File: src/rtl/fetch_unit.sv
`default_nettype none
// ============================================================================
// Module      : fetch_unit
// Description : Instruction fetch stage with PC, instruction register,
//               valid/ready hand-off to decode and branch redirect/flush.
//               Optional halt-opcode stop enabled by macro FETCH_HALT_EN.
// Revision    : 1.0 - initial release
// ============================================================================
module fetch_unit #(
    parameter logic [7:0] HALT_OPCODE = 8'hFF,
    parameter logic [7:0] RESET_PC    = 8'h00
) (
    input  logic       clk,
    input  logic       rst,
    output logic [7:0] imem_addr,
    input  logic [7:0] imem_instr,
    input  logic       br_taken,
    input  logic [7:0] br_target,
    output logic [7:0] ir_out,
    output logic [7:0] pc_out,
    output logic       ir_valid,
    input  logic       ir_ready,
    output logic       halted
);

    logic [7:0] r_pc;
    logic [7:0] r_ir;
    logic [7:0] r_pc_out;
    logic       r_ir_valid;
    logic       w_slot_free;

    assign w_slot_free = ~r_ir_valid | ir_ready;
    assign imem_addr   = r_pc;
    assign ir_out      = r_ir;
    assign pc_out      = r_pc_out;
    assign ir_valid    = r_ir_valid;

`ifdef FETCH_HALT_EN
    localparam logic [0:0] c_st_fetch = 1'b0;
    localparam logic [0:0] c_st_halt  = 1'b1;

    logic [0:0] r_state;
    logic       r_halted;
    logic       w_is_halt;

    assign w_is_halt = (imem_instr == HALT_OPCODE);
    assign halted    = r_halted;

    always_ff @(posedge clk or posedge rst) begin
        if (rst) begin
            r_pc       <= RESET_PC;
            r_ir       <= 8'h00;
            r_pc_out   <= 8'h00;
            r_ir_valid <= 1'b0;
            r_state    <= c_st_fetch;
            r_halted   <= 1'b0;
        end else if (br_taken) begin
            // Redirect wins over everything, including a pending capture.
            r_pc       <= br_target;
            r_ir_valid <= 1'b0;
            r_state    <= c_st_fetch;
            r_halted   <= 1'b0;
        end else if (r_state == c_st_fetch) begin
            if (w_slot_free) begin
                r_ir       <= imem_instr;
                r_pc_out   <= r_pc;
                r_ir_valid <= 1'b1;
                if (w_is_halt) begin
                    // PC parks on the halt address so imem_addr stays there.
                    r_state  <= c_st_halt;
                    r_halted <= 1'b1;
                end else begin
                    r_pc <= r_pc + 8'd1;
                end
            end
        end else begin
            if (r_ir_valid && ir_ready) begin
                r_ir_valid <= 1'b0;
            end
        end
    end
`else
    assign halted = 1'b0;

    always_ff @(posedge clk or posedge rst) begin
        if (rst) begin
            r_pc       <= RESET_PC;
            r_ir       <= 8'h00;
            r_pc_out   <= 8'h00;
            r_ir_valid <= 1'b0;
        end else if (br_taken) begin
            r_pc       <= br_target;
            r_ir_valid <= 1'b0;
        end else if (w_slot_free) begin
            r_ir       <= imem_instr;
            r_pc_out   <= r_pc;
            r_ir_valid <= 1'b1;
            r_pc       <= r_pc + 8'd1;
        end
    end
`endif

endmodule
`default_nettype wire

File: config.mk
export PLATFORM = sky130hd
export DESIGN_NAME = fetch_unit
export DESIGN_NICKNAME = d
export VERILOG_FILES = /design/src/rtl/fetch_unit.sv
export SDC_FILE = /design/constraint.sdc
export NUM_CORES = 1
export LEC_CHECK = 0
export CORE_MARGIN = 1.5
export CORE_UTILIZATION = 50
export DETAILED_ROUTE_END_ITERATION = 10
export DONT_BUFFER_PORTS = 1
export HOLD_SLACK_MARGIN = 0.03
export PLACE_DENSITY_LB_ADDON = 0.15
export SYNTH_ARGS = -nofsm -noshare
export SYNTH_HDL_FRONTEND = slang
export SYNTH_SLANG_ARGS = --single-unit
export TNS_END_PERCENT = 5
File: constraint.sdc
create_clock -name clk -period 3.6 [get_ports clk]
set_input_delay 0.9 -clock clk [delete_from_list [all_inputs] [get_ports clk]]
set_output_delay 0.9 -clock clk [all_outputs]
set_load 0.1 [all_outputs]
# Word-level counts from Yosys, hierarchy flattened
# Index checks and enable logic that the tools add are counted.
classes:
  muxes: 4
  bitwise: 3
  reduce_logical: 2
  addsub: 1
op_table:
  columns: ["operator", "count"]
  rows:
  - ["8-bit 2-to-1 mux", 2]
  - ["8-bit by 1-bit adder with 8-bit output (second input constant)", 1]
  - ["1-bit 2-to-1 mux", 2]
  - ["1-bit inverter", 2]
  - ["2-bit AND reduction", 1]
  - ["2-bit nonzero test", 1]
  - ["1-bit OR", 1]
word_totals:
  elab_cells: 14
  in_bits: 20
  out_inout_bits: 26
  regBits: 25

# Depth between registers and ports, before layout
depth:
  depth_word: 4
  mapped_depth: 4
  depth_no_buf: 4

# Least setup slack after synthesis
# Ideal clock, no wire load.
synth_timing:
  path_kind: "reg2reg"
  startpoint: "reg r_pc[0] (netlist: imem_addr[0])"
  endpoint: "reg r_pc[4] (netlist: imem_addr[4])"
  setup_time_ns: 0.082
  t_arrival_ns: 1.978
  t_required_ns: 3.518
  stages_incl_launch_ff: 5
  path_slack_ns: 1.540
  synth_period_minus_slack_ns: 2.060
  cell_sequence: "dfrtp_1 ha_1 inv_1 or4_1 a31oi_1"
synth_via:
  elab_chain_cells: 3
synth_rtl:
  columns: ["item", "line", "text"]
  rows:
  - ["from (decl)", "26", "logic [7:0] r_pc;"]
  - ["from (signal assigned)", "92", "r_pc <= br_target;"]
  - ["from (signal assigned)", "98", "r_pc <= r_pc + 8'd1;"]
  - ["8-bit by 1-bit adder with 8-bit output", "98", null]
  - ["8-bit 2-to-1 mux", "94", "end else if (w_slot_free) begin"]
  - ["8-bit 2-to-1 mux", "91", "end else if (br_taken) begin"]
# No other way between the ends. The select of a mux whose other input is x is not followed.
# A chain may end at the register's enable or synchronous reset.

# Final worst setup path
layout_timing:
  startpoint: "reg r_pc[5] (netlist: imem_addr[5])"
  endpoint: "out imem_addr[5]"
layout_lines:
  columns: ["item", "line", "text"]
  rows:
  - ["to (decl)", "15", "output logic [7:0] imem_addr,"]
# No word-level cell between the ends.

==> run metrics <==
Non-Filler Instances 118; # hold bufs at CTS 0; Filler cells 204; Synth Area per Inst 12.5 um^2; multi-input logic area 460 um^2; root buffer cell clkbuf_4; first-pass GRT wire length 3260 um; Total Routing Usage GR 17.1%; setup TNS 0 ns; number of diodes 0; die area 0.00255 mm^2; Cells after Synth 90; Fin. Hold Viols 0; Final Cycle Share 63.7%; total grt overflow 0; Max Cap Violations 0; Reg2Reg Setup Slack 1.35 ns; clock buffer depth 2; area delta synth->final 2.99%; fraction of layout cells with a size suffix above 1 26.7%; Critical Path End Type primary output; crit path launch imem_addr[5]$_DFFE_PP0P_; RSZ-0062 raised after global routing false; cell area after layout 0.00116 mm^2; drt pass-1 iters 4; Synth Register Bits 25; leakage 0.466 nW; number of distinct library cells after synthesis 31; CTS clock-pin slew for the worst setup and hold paths 0.14 ns; clk_skew 0.00128 ns; r2r endpoint ir_out[2]$_DFFE_PP0P_; Slew Limit Fails 0; DR iter-0 viols 5; DRT antenna net count 0; Worst EP arrival 1.39 ns; sw power 484 uW; post-placement cell area 0.00113 mm^2; Post-Syn Nets 111; Inst Count DP 114; Die Width 50.5 um; Top Ports 46; CP required 2.70 ns; CORE AREA 0.00217 mm^2; Place WS 1.34 ns; final setup vio count 0; internal power 402 uW; Sink Count 25; Worst VDD drop 406 uV; Post-CTS Resized 0; DR WL/cell 17.0 um; total CTS buffers 3; FF/Latch Area 626 um^2; H-tree depth 1; starting density of the core 52.0%; crit path launch type flop; Die Y 50.5 um; critical path type flop to primary output; DR vias 696; Slew HR 29.7%; antenna violations before repair 0; Final min period 2.29 ns; nets@finish 112; GP Congestion 0.676; final WL 2000 um; FP Rows 17; Worst R2R Start ir_valid$_DFFE_PP0P_; worst skew pair latency 0.32 ns; Vias/cell 5.90; clock share of power 14.8%; f_max 0.436 GHz; crit path setup slack, layout 1.31 ns; pwr/cell area 762 mW/mm^2; Yosys warning count 0; Power, Total 886 uW; run status finished, final reports clean; hold crit path type input port to asynchronous set/reset pin; area of the mapped netlist 0.00113 mm^2; part of the power in combinational logic 9.6%; Post-CTS Setup Inserts 0; Least-Margin Pin Slew 1.06 ns; power share of the sequential group 75.6%; DP HPWL 1410 um; CTS tree done; PortBufs 0; vias in the first global route 704; Reg2Reg Depth 3; post-synthesis sequential area ratio 55.4%; CP endpoint imem_addr[5]; Switching Fraction 54.6%; largest net degree at the start of global routing 26; cell depth of the worst setup path 0; drt drc 0; crit path max fanout 7
[cell usage in the layout, fill, tap and decap left out, types with 2 or more instances in the layout]
master / count
nand3_1: 2
nand2_1: 4
dfrtp_1: 25
mux2_2: 16
clkbuf_4: 3
a31oi_1: 4
o31ai_1: 4
nor2_1: 5
or4_1: 3
o21ai_0: 3
inv_1: 2
[worst min path at each step]
stage | cells after the start | to | slack [ns]
floorplan | 1 | imem_addr[0]$_DFFE_PP0P_ | 0.93
global placement | 1 | imem_addr[1]$_DFFE_PP0P_ | 1.01
detailed placement | 1 | imem_addr[1]$_DFFE_PP0P_ | 1.02
CTS | 1 | imem_addr[1]$_DFFE_PP0P_ | 0.66
global route | 1 | imem_addr[0]$_DFFE_PP0P_ | 0.67
finish | 1 | pc_out[2]$_DFFE_PP0P_ | 0.65
[state kept, by name, summed over array words and instances (netlist names)]
signal     flops
pc_out         8
ir_out         8
imem_addr      8
ir_valid       1
[stage by stage]
stage               hold WS (ns)  util [%]
CTS                        0.661      53.6
finish                     0.649      53.6
detailed placement          1.02      52.2
floorplan                  0.927         -
global route               0.675      53.6
global placement            1.01      52.2
[layer usage]
| metal | wire, um | share of wire (%) | GRT usage (%) | up-vias |
|---|---|---|---|---|
| li1 | - | - | - | 324 |
| met1 | 886 | 44 | 21.3 | 338 |
| met2 | 928 | 46 | 28.3 | 30 |
| met3 | 159 | 7.9 | 4.76 | 4 |
| met4 | 28 | 1.4 | 6.76 | 0 |
| met5 | 0 | 0 | 0 | - |
[logic make-up (layout without fill, tap and decap cells)]
kind of cell	after synthesis	in the layout	share of synthesized area [%]
xor+xnor	1	1	0.776
compound gates	14	14	8.54
flops	25	25	55.4
other cells	1	1	0.332
mux	17	17	16.9
simple gates	24	24	13.2
buf+inv	7	7	3.77
fa+ha+maj	1	1	1.11
[final cells by class]
| type | count | share of cell area [%] |
|---|---|---|
| Tap cell | 28 | 3.01 |
| Clock buffer | 3 | 1.94 |
| Sequential cell | 25 | 53.8 |
| Inverter | 3 | 0.969 |
| Multi-Input combinational cell | 58 | 39.6 |
| Clock inverter | 1 | 0.646 |
[Yosys cell counts]
library cell / count / area, um^2
a221o_1: 1 / 10.0
a22oi_1: 1 / 7.51
a31oi_1: 4 / 25.0
a41oi_1: 1 / 8.76
and4_1: 1 / 8.76
buf_2: 1 / 5.00
buf_4: 2 / 15.0
buf_6: 1 / 11.3
clkinv_1: 1 / 3.75
conb_1: 1 / 3.75
dfrtp_1: 25 / 626
ha_1: 1 / 12.5
inv_1: 2 / 7.51
mux2_2: 16 / 180
mux2i_1: 1 / 10.0
nand2_1: 4 / 15.0
nand2b_1: 1 / 6.26
nand3_1: 2 / 10.0
nand3b_1: 1 / 7.51
nand4bb_1: 1 / 11.3
nor2_1: 5 / 18.8
nor2_2: 1 / 6.26
nor2b_1: 1 / 6.26
nor2b_4: 1 / 13.8
nor4_1: 1 / 6.26
o21ai_0: 3 / 15.0
o31ai_1: 4 / 30.0
or2b_2: 1 / 8.76
or3_2: 1 / 7.51
or4_1: 3 / 22.5
xnor2_1: 1 / 8.76
[power by group through the flow]
stage	logic, mW	clock network, mW	registers (mW)
finish	0.0847	0.131	0.670
detailed placement	0.0860	0	0.677
global placement	0.0834	0	0.676
CTS	0.0861	0.133	0.671
global route	0.0956	0.141	0.678
floorplan	0.0791	0	0.664
Power figures use the tool's default switching activity.
==> edit: new RTL, config.mk and constraints unchanged <==
Build with the macro `FETCH_HALT_EN` defined.
--- a/src/rtl/fetch_unit.sv
+++ b/src/rtl/fetch_unit.sv
@@ -7,4 +7,6 @@
 // Revision    : 1.0 - initial release
 // ============================================================================
+`define FETCH_HALT_EN
+
 module fetch_unit #(
     parameter logic [7:0] HALT_OPCODE = 8'hFF,
Function: changed (Yosys sat finds a counterexample within 4 cycles, from zero or initial values and one cycle with rst high).
==> edit against the original RTL <==
- setup slack is essentially flat
- area after synthesis increased by 7.1%
- final area up 8.5%
- sequential share of layout area decreased by 0.25 points
- routed wire length rose by 9.9%
- sequential cell count grew 2
- core utilization is 2.4 points higher
- power is 1.7% higher
- critical path type unchanged
- largest cell class unchanged
==> edit: results (changes against the original RTL) <==
[final_layout]
clock_area_share_pct=2.183  ; was 2.583%
syn_to_final_growth_pct=4.348  ; was 2.993%
drive_above_1_share_pct=28.71  ; was 26.67%
buffers=2  ; was 0
fillCellCount=222  ; was 204
bufAreaShareNonClock_pct=1.190  ; was 0%
seq_cells=27  ; was 25
multi_input_area_share_pct=39.09  ; was 39.61%
multi_input_gates=64  ; was 58
seq_share_pct=53.57  ; was 53.82%
inverters=4  ; was 3

[global_routing]
grt_pass1_wl_mm=3.608  ; was 3.256 mm
grtUsageTotal_pct=18.23  ; was 17.14%
grt_pass1_vias=791  ; was 704
grt_max_degree=28  ; was 26

[logic_synthesis]
postSynthCellCount=99  ; was 90
ys_seq_area_share_pct=55.90  ; was 55.43%
synth_cell_types=29  ; was 31
yosysWarnings=0  ; unchanged
synth.area.top_cells=dfrtp_1 56%, mux2_2 15%, nor2_1 2.8%  ; was dfrtp_1 55%, mux2_2 16%, o31ai_1 2.7%
synth.net_count=120  ; was 111
synth_common_cells=27 x dfrtp_1, 16 x mux2_2, 9 x nor2_1  ; was 25 x dfrtp_1, 16 x mux2_2, 5 x nor2_1

[placed_design]
place_inst=125  ; was 114
hpwl_mm=1.610  ; was 1.414 mm
numPortBuffers=0  ; unchanged
place_ws_ns=1.434  ; was 1.343 ns
place_area_sq_um=1234  ; was 1132 sq um
gp_congestion=0.6912  ; was 0.6757

[power]
cellLeakagePower_nw=0.5335  ; was 0.4664 nW
p_switching_w=0.0004746  ; was 0.0004839 W
ir_drop_mv=0.3964  ; was 0.4062 mV

[cts]
cts_resized=0  ; unchanged
clk_latency_ns=0.32  ; about the same
cts.htree.levels=1  ; unchanged
clockRootBuffer=clkbuf_4  ; unchanged

[setup_path]
worst_r2r_endpoint=imem_addr[7]$_DFFE_PP0P_  ; was ir_out[2]$_DFFE_PP0P_
worstReg2RegStart=imem_addr[2]$_DFFE_PP0P_  ; was ir_valid$_DFFE_PP0P_
cp_max_fo=7  ; unchanged
cp-startpoint=imem_addr[3]$_DFFE_PP0P_  ; was imem_addr[5]$_DFFE_PP0P_
rrSetupSlack_ns=1.46  ; was 1.35 ns
cp-endpoint=imem_addr[3]  ; was imem_addr[5]
worst_ep_arrival_time_ns=1.39  ; about the same

[hold_path]
hold_class=reg2reg  ; was in2async

[timing]
finalSetupViolCount=0  ; unchanged
tightest_slew_ns=1.060  ; was 1.055 ns
fin_skew_ns=0.0008730  ; was 0.001277 ns
final.min_clock_period_ns=2.292  ; about the same
hold-worst-slack_ns=0.5081  ; was 0.6490 ns

[drt]
wl_per_cell_um=17.05  ; was 16.97 um
via_count=767  ; was 696
dr.pass1.iters=4  ; unchanged
routed_wl_mm=2.200  ; was 2.002 mm
drt_iter0_drc=10  ; was 5
drc=0  ; unchanged

[run_status]
status=finished clean  ; unchanged

## edit: power by group through the flow
| stage | logic (W) | clock network [W] | registers (W) |
|---|---|---|---|
| 2_1_floorplan | 0.0000731 | 0 | 0.000682 |
| 3_3_place_gp | 0.000111 | 0 | 0.000664 |
| 3_5_place_dp | 0.000114 | 0 | 0.000666 |
| 4_1_cts | 0.000115 | 0.000133 | 0.000659 |
| 5_1_grt | 0.000125 | 0.000143 | 0.000665 |
| 6_report | 0.000113 | 0.000129 | 0.000659 |
## edit: kinds of logic after synthesis
group	share of synthesized area, %
AO/OA/AOI/OAI	10.45
XOR/XNOR	0.7248
adder cells (fa/ha/maj)	1.035
buffers and inverters	3.312
flip-flops	55.90
multiplexers	15.73
AND/OR/NAND/NOR	12.83
## edit: per-layer routing
metal  vias up  wire [um]  track usage [%]
met3         2        137            6.034
met4         0         25            10.26
met2        21       1021            26.79
met1       377       1016            23.46
met5         -          0                0
li1        367          -                -
